## src/rtl/imem_loader.sv

```systemverilog
// Boot-time instruction memory loader: takes a length-prefixed big-endian byte stream,
// writes it word by word and holds the CPU in reset until the image is complete.
module imem_loader #(
    parameter int unsigned ADDR_W    = 11,
    parameter logic [31:0] BASE_ADDR = 32'h0000_0000
) (
    input  logic        clk_i,
    input  logic        rst_ni,
    input  logic        start_i,
    input  logic [7:0]  in_data_i,
    input  logic        in_valid_i,
    output logic        in_ready_o,
    output logic        wr_en_o,
    output logic [31:0] wr_addr_o,
    output logic [31:0] wr_data_o,
    output logic        busy_o,
    output logic        done_o,
    output logic        error_o,
    output logic        cpu_rst_no
);

    localparam logic [16:0] MaxLen = 17'(2 ** ADDR_W);

    typedef enum logic [2:0] {
        StIdle, StLenHi, StLenLo, StData, StDone, StErr
    } state_e;

    state_e            state_q, state_d;
    logic [15:0]       len_q, len_d;
    logic [ADDR_W-1:0] word_idx_q, word_idx_d;
    logic [1:0]        byte_idx_q, byte_idx_d;
    logic [23:0]       shift_q, shift_d;
    logic              in_ready_q, in_ready_d;
    logic              wr_en_q, wr_en_d;
    logic [31:0]       wr_addr_q, wr_addr_d;
    logic [31:0]       wr_data_q, wr_data_d;
    logic              xfer;
    logic [15:0]       len_in;
    logic              last_word;

    assign xfer      = in_valid_i & in_ready_q;
    assign len_in    = {len_q[15:8], in_data_i};
    assign last_word = (16'(word_idx_q) == (len_q - 16'd1));

    always_comb begin
        state_d    = state_q;
        len_d      = len_q;
        word_idx_d = word_idx_q;
        byte_idx_d = byte_idx_q;
        shift_d    = shift_q;
        wr_en_d    = 1'b0;
        wr_addr_d  = wr_addr_q;
        wr_data_d  = wr_data_q;

        unique case (state_q)
            StIdle, StDone, StErr: begin
                if (start_i) state_d = StLenHi;
            end
            StLenHi: begin
                if (xfer) begin
                    len_d[15:8] = in_data_i;
                    state_d     = StLenLo;
                end
            end
            StLenLo: begin
                if (xfer) begin
                    len_d      = len_in;
                    word_idx_d = '0;
                    byte_idx_d = '0;
                    if (len_in == 16'd0) begin
                        state_d = StDone;
                    end else if ({1'b0, len_in} > MaxLen) begin
                        state_d = StErr;
                    end else begin
                        state_d = StData;
                    end
                end
            end
            StData: begin
                if (xfer) begin
                    byte_idx_d = byte_idx_q + 2'd1;
                    if (byte_idx_q == 2'd3) begin
                        wr_en_d    = 1'b1;
                        wr_data_d  = {shift_q, in_data_i};
                        wr_addr_d  = BASE_ADDR + 32'({word_idx_q, 2'b00});
                        word_idx_d = word_idx_q + 1'b1;
                        if (last_word) state_d = StDone;
                    end else begin
                        shift_d = {shift_q[15:0], in_data_i};
                    end
                end
            end
            default: state_d = StIdle;
        endcase

        in_ready_d = (state_d == StLenHi) || (state_d == StLenLo) || (state_d == StData);
    end

    always_ff @(posedge clk_i) begin
        if (!rst_ni) begin
            state_q    <= StIdle;
            len_q      <= '0;
            word_idx_q <= '0;
            byte_idx_q <= '0;
            shift_q    <= '0;
            in_ready_q <= 1'b0;
            wr_en_q    <= 1'b0;
            wr_addr_q  <= BASE_ADDR;
            wr_data_q  <= '0;
        end else begin
            state_q    <= state_d;
            len_q      <= len_d;
            word_idx_q <= word_idx_d;
            byte_idx_q <= byte_idx_d;
            shift_q    <= shift_d;
            in_ready_q <= in_ready_d;
            wr_en_q    <= wr_en_d;
            wr_addr_q  <= wr_addr_d;
            wr_data_q  <= wr_data_d;
        end
    end

    assign in_ready_o = in_ready_q;
    assign wr_en_o    = wr_en_q;
    assign wr_addr_o  = wr_addr_q;
    assign wr_data_o  = wr_data_q;
    assign busy_o     = (state_q == StLenHi) || (state_q == StLenLo) || (state_q == StData);
    assign done_o     = (state_q == StDone);
    assign error_o    = (state_q == StErr);
    assign cpu_rst_no = (state_q == StDone);

endmodule
```

## config.mk

```make
export PLATFORM = sky130hd
export DESIGN_NAME = imem_loader
export DESIGN_NICKNAME = d
export VERILOG_FILES = /design/src/rtl/imem_loader.sv
export SDC_FILE = /design/constraint.sdc
export NUM_CORES = 1
export LEC_CHECK = 0
export CORE_MARGIN = 10
export CORE_UTILIZATION = 53
export CTS_CLUSTER_DIAMETER = 40
export DETAILED_ROUTE_END_ITERATION = 8
export PLACE_DENSITY = 0.8
export SYNTH_ARGS = -nofsm -noshare
export SYNTH_HDL_FRONTEND = slang
export SYNTH_SLANG_ARGS = --single-unit
```

## constraint.sdc

```tcl
create_clock -name clk_i -period 3.15 [get_ports clk_i]
set_input_delay 0.7875 -clock clk_i [delete_from_list [all_inputs] [get_ports clk_i]]
set_output_delay 0.7875 -clock clk_i [all_outputs]
set_load 0.02 [all_outputs]
```

### Word-level counts from Yosys, hierarchy flattened

Cells that the tools add are included.
Widths: inputs -> output; s select.

* bits of input ports: 12
* register bits: 101
* output and inout bits: 70
* word-level logic and storage cells: 64

* add/sub/neg operators: 3
* reduce and logical (&&, ||, !) cells: 15
* magnitude comparators: 1
* muxes and demuxes: 19
* eq/ne operators: 13
* bitwise gates (word level): 3

Operators by type and width (count)
* $mux 11: 3
* $mux 3: 8
* $pmux 11 s2: 1
* $eq 11x16->1: 1
* $gt 16x12->1 const B: 1
* $logic_not 16->1: 1
* $pmux 8 s2: 1
* $sub 16x1->16 const B: 1
* $reduce_and 3->1: 5
* $eq 3x2->1 const B: 4
* $pmux 3 s4: 1
* $add 11x1->11 const B: 1
* $mux 8: 1
* $eq 3x1->1 const B: 2
* $eq 3x3->1 const B: 2
* $ne 2x2->1 const B: 3
* $logic_or 1x1->1: 4
* $mux 2: 2
* $pmux 2 s2: 1
* $reduce_and 4->1: 1
* $logic_not 3->1: 1
* $reduce_or 3->1: 1
* $add 2x1->2 const B: 1
* $eq 2x2->1 const B: 1
* 5 further kinds: 6

### Depth between registers and ports, before layout

* depth after elaboration: 9
* mapped depth: 8
* mapped depth without buffers: 8

### Worst setup path after synthesis

No wires, ideal clock.

* path kind: reg-to-reg
* start: register len_q[0]
* end: register state_q[0]
* path buffers: 0
* cell stages (with the launch flop): 9
* clock period less this slack: 2.310 ns
* library setup time: 0.128 ns
* setup slack: 0.840 ns
* data required time: 3.022 ns
* arrival time: 2.181 ns
* cell sequence: dfxtp_1 inv_1 ha_1 or3b_2 o21ai_0 a21oi_1 or4_4 o31ai_1 a31oi_1

* longest elaborated chain between the ends: 6

RTL lines
* start, declared: line 29 `logic [15:0] len_q, len_d;`
* start signal, assigned: line 112 `len_q <= len_d;`
* $sub 16x1->16: line 43 `assign last_word = (16'(word_idx_q) == (len_q - 16'd1));`
* $eq 11x16->1: line 43
* $mux 3: line 87 `if (last_word) state_d = StDone;`
* $mux 3: line 82 `if (byte_idx_q == 2'd3) begin`
* $mux 3: line 80 `if (xfer) begin`
* $pmux 3 s4: line 55 `unique case (state_q)`
* end signal, assigned: line 101 `state_q <= StIdle;`
* end signal, assigned: line 111 `state_q <= state_d;`
* end, declared: line 28 `state_e state_q, state_d;`

Every way passes these cells.
A chain may end at the register's enable or synchronous reset.

### Worst setup path in the final report

* start: register state_q[1]
* end: output done_o

* longest elaborated chain between the ends: 1

RTL lines
* $eq 3x3->1: line 128 `assign done_o = (state_q == StDone);`
* end, declared: line 17 `output logic done_o,`

Every way passes these cells.

==> parameters.txt <==
Parameter                              Value

Routing
  Number of nets with antenna violations after routing ... 0
  Detailed Route WL ... 11.3 mm
  Violation count after the first detailed-route iteration ... 360
  Router iterations before antenna repair ... 6
  Ratio of routed vias to standard cells ... 5.58
  Post-detailed-route wirelength per cell ... 15.4 um
  Vias post-DR ... 4086
  DRC Markers ... 0

Critical path
  Crit-path max FO ... 18
  Cell type group with the largest total delay on the critical path ... buffers and inverters
  Sum of buffers and inverters on the critical path ... 1
  Worst path depth ... 3
  Stage delay of the slowest cell on the critical path ... 0.63 ns
  Setup CP Type ... reg2out
  Data required time at the worst endpoint ... 2.36 ns
  Worst r2r path cells ... 8
  Startpoint kind of the worst setup timing path ... register
  Nature of the critical path endpoint ... output pin
  Series of cell instances along the critical path ... nand2b_1 > nor2_1 > clkdlybuf4s50_1
  Data arrival time of the critical path ... 1.91 ns
  Cell type of the slowest stage on the worst timing path ... sky130_fd_sc_hd__clkdlybuf4s50_1

Min path
  Type of the tightest min-delay check ... reg2reg
  Hold Path Stages ... 2

Job
  Number of max-cap violations ... 0

CTS
  Clock tree from TritonCTS ... done
  Cells resized by post-CTS repair ... 0
  Number of buffers on the longest clock path ... 2
  Setup repair bufs after CTS ... 0
  Clock slew at the register clock pins of the worst setup and hold paths ... 0.10 ns
  Source-to-sink clock delay at the later pin of the worst-skew pair ... 0.37 ns
  CTS root buffer ... sky130_fd_sc_hd__clkbuf_8
  Clock Sinks ... 101
  Number of clock buffers inserted by TritonCTS ... 9
  Hold buffer count at cts ... 0
  CTS H-Tree Depth ... 3

STA
  Total count of hold-check failures in the final report ... 0
  Post-Route Setup TNS ... 0 ns
  Pin slew with the least headroom to its limit ... 0.813 ns
  Highest attainable clock frequency ... 0.371 GHz
  Remaining max-slew budget at the tightest pin ... 0.453
  Max-slew violation total from the final report ... 0
  Setup violation total in the final timing report ... 0
  Final min period ... 2.69 ns
  Final setup margin ... 0.456 ns
  Worst-case clock skew ... 0.0120 ns
  Fraction of the cycle the final worst path needs ... 0.855
  Setup repair after global routing missed its margin ... false

Synthesis
  Number of synthesized flops with an enable pin ... 0
  Cells after Synth ... 567
  Sequential element share of the synthesized area ... 0.437
  Most area-consuming cells after synthesis ... sky130_fd_sc_hd__dfxtp_1, sky130_fd_sc_hd__nand2_1, sky130_fd_sc_hd__a21boi_0
  Async set or reset register ratio after synthesis ... 0
  Distinct cell type count after synthesis ... 51
  Area share of the leading cell type in the synthesized netlist ... 0.437
  Total of flip-flops plus latches after synthesis ... 101
  Leading register cell type out of synthesis ... sky130_fd_sc_hd__dfxtp_1
  Most common cell in the netlist ... sky130_fd_sc_hd__nand2_1
  Mean instance size in the synthesized netlist ... 8.15 sq um
  Dominant cell type by area after synthesis ... sky130_fd_sc_hd__dfxtp_1
  Area of the mapped netlist ... 4620 sq um
  Synth top cells by count ... sky130_fd_sc_hd__nand2_1, sky130_fd_sc_hd__dfxtp_1, sky130_fd_sc_hd__a21boi_0
  Syn. warnings ... 0

Die
  Area of the die ... 12900 sq um
  Number of placement rows ... 34
  Die height ... 113 um
  Total core area ... 8590 sq um
  Horizontal die dimension ... 113 um
  Ports placed on the boundary ... 82
  Starting utilization of the core area ... 0.538

GRT
  Number of global-route vias before repair ... 3798
  First-pass GRT wire length ... 18.8 mm
  Number of antenna violations at the first check in global routing ... 0
  Global Route Usage Sum ... 0.174
  Remaining global-route overflow ... 0
  Maximum number of pins on one net before global-route repair ... 40

Finish
  Number of antenna diodes ... 0
  Count of nets after finishing ... 634
  Final cell count without fillers ... 732
  Area growth, synth to finish ... 17.4%
  Share of cells above drive strength 1 ... 0.0705

Pwr
  Internal power summed over all cells ... 1.70 mW
  Peak supply drop ... 0.245 mV
  Leakage ... 1.83 nW
  Portion of total power attributed to the clock network ... 0.342
  Sequential share of power ... 0.562
  Relative contribution of combinational cells to total power ... 0.096
  Net switching fraction of the power ... 0.271
  Net load switching power ... 633 uW
  Power density normalized to cell area ... 430 nW/um^2

Placement
  Post-detail-place hpwl ... 8.22 mm
  Pre-CTS setup slack ... 0.228 ns
  Final GP Congestion ... 0.883
  Number of instances in the placed design ... 716
  Count of input and output buffers ... 60

Status
  Result of the run ... complete, no violations
## power by group through the flow
stage	Sequential [mW]	Combinational, mW	Clock (mW)
after CTS	1.31	0.221	0.810
after detailed placement	1.34	0.220	0
after global routing	1.31	0.244	0.870
after global placement	1.34	0.216	0
after floorplan	1.33	0.180	0
final	1.31	0.225	0.799
## routing by layer
layer / wire length (um) / vias up / track usage
li1: - / 1971 / -
met2: 5050 / 166 / 0.257
met3: 997 / 15 / 0.0541
met4: 189 / 0 / 0.0601
met5: 0 / - / 0
met1: 5070 / 1934 / 0.234
## state kept, by name (all words and copies together), names as in the netlist
| signal | cells |
|---|---|
| len_q | 16 |
| state_q | 3 |
| in_ready_o | 1 |
| wr_data_o | 32 |
| shift_q | 24 |
| wr_addr_o | 11 |
| byte_idx_q | 2 |
| word_idx_q | 11 |
| wr_en_o | 1 |
## worst min-delay path, cell delays in order, from the launching register on
cell and delay [ns]:
sky130_fd_sc_hd__dfxtp_1 0.32, sky130_fd_sc_hd__nand2_1 0.05, sky130_fd_sc_hd__a21boi_0 0.06
## metrics by stage
step                       util  hold slack, ns  instance area (sq um)  power [mW]
after CTS                 0.631           0.470                   5430        2.34
after detailed placement  0.609           0.456                   5230        1.56
final                     0.631           0.466                   5430        2.33
after floorplan               -           0.441                   4700        1.51
after global placement    0.609           0.449                   5230        1.55
after global routing      0.631           0.485                   5430        2.43
## final cells by class
cell class	instances	area (sq um)
repair buffers	75	708
well taps	108	135
clock buffers	10	138
multi-input cells	426	2350
clock inverters	6	53.8
fillers	738	3170
inverters	6	22.5
flip-flops and latches	101	2020
## layout by cell type, fill, tap and decap left out, drive strengths merged, types with 2 or more instances in the layout
cell,synthesis,routed
a21boi,84,84
a21oi,9,9
a31oi,5,5
and2,3,3
and3,5,5
buf,25,16
clkbuf,29,10
clkdlybuf4s50,0,59
clkinv,0,2
conb,1,21
dfxtp,101,101
ha,3,3
inv,6,9
nand2,169,169
nand2b,2,2
nand3,5,5
nand4,7,7
nor2,21,21
nor2b,3,3
nor3,7,7
nor3b,2,2
nor4,9,9
o21ai,23,23
o31a,2,2
or3,6,6
or4,4,4
xnor2,6,6
xor2,12,12
## path summary, 6_finish.rpt
path | startpoint | end | slack (ns)
setup reg to reg | len_q[0] | state_q[0] | 0.56
setup / recovery | state_q[1] | done_o | 0.46
hold reg to reg | shift_q[18] | wr_data_o[26] | 0.47
hold / removal | shift_q[18] | wr_data_o[26] | 0.47
## cells by family (layout without fill, tap and decap cells)
group | after synthesis | after routing | synth area share
adder cells (fa/ha/maj) | 3 | 3 | 0.00812
AO/OA/AOI/OAI | 135 | 135 | 0.203
multiplexers | 1 | 1 | 0.00217
XOR/XNOR | 18 | 18 | 0.0341
flip-flops | 101 | 101 | 0.437
AND/OR/NAND/NOR | 248 | 248 | 0.240
other | 1 | 21 | 0.000811
buffers and inverters | 60 | 97 | 0.0736
Note: power is estimated with default switching activity, not from simulation.
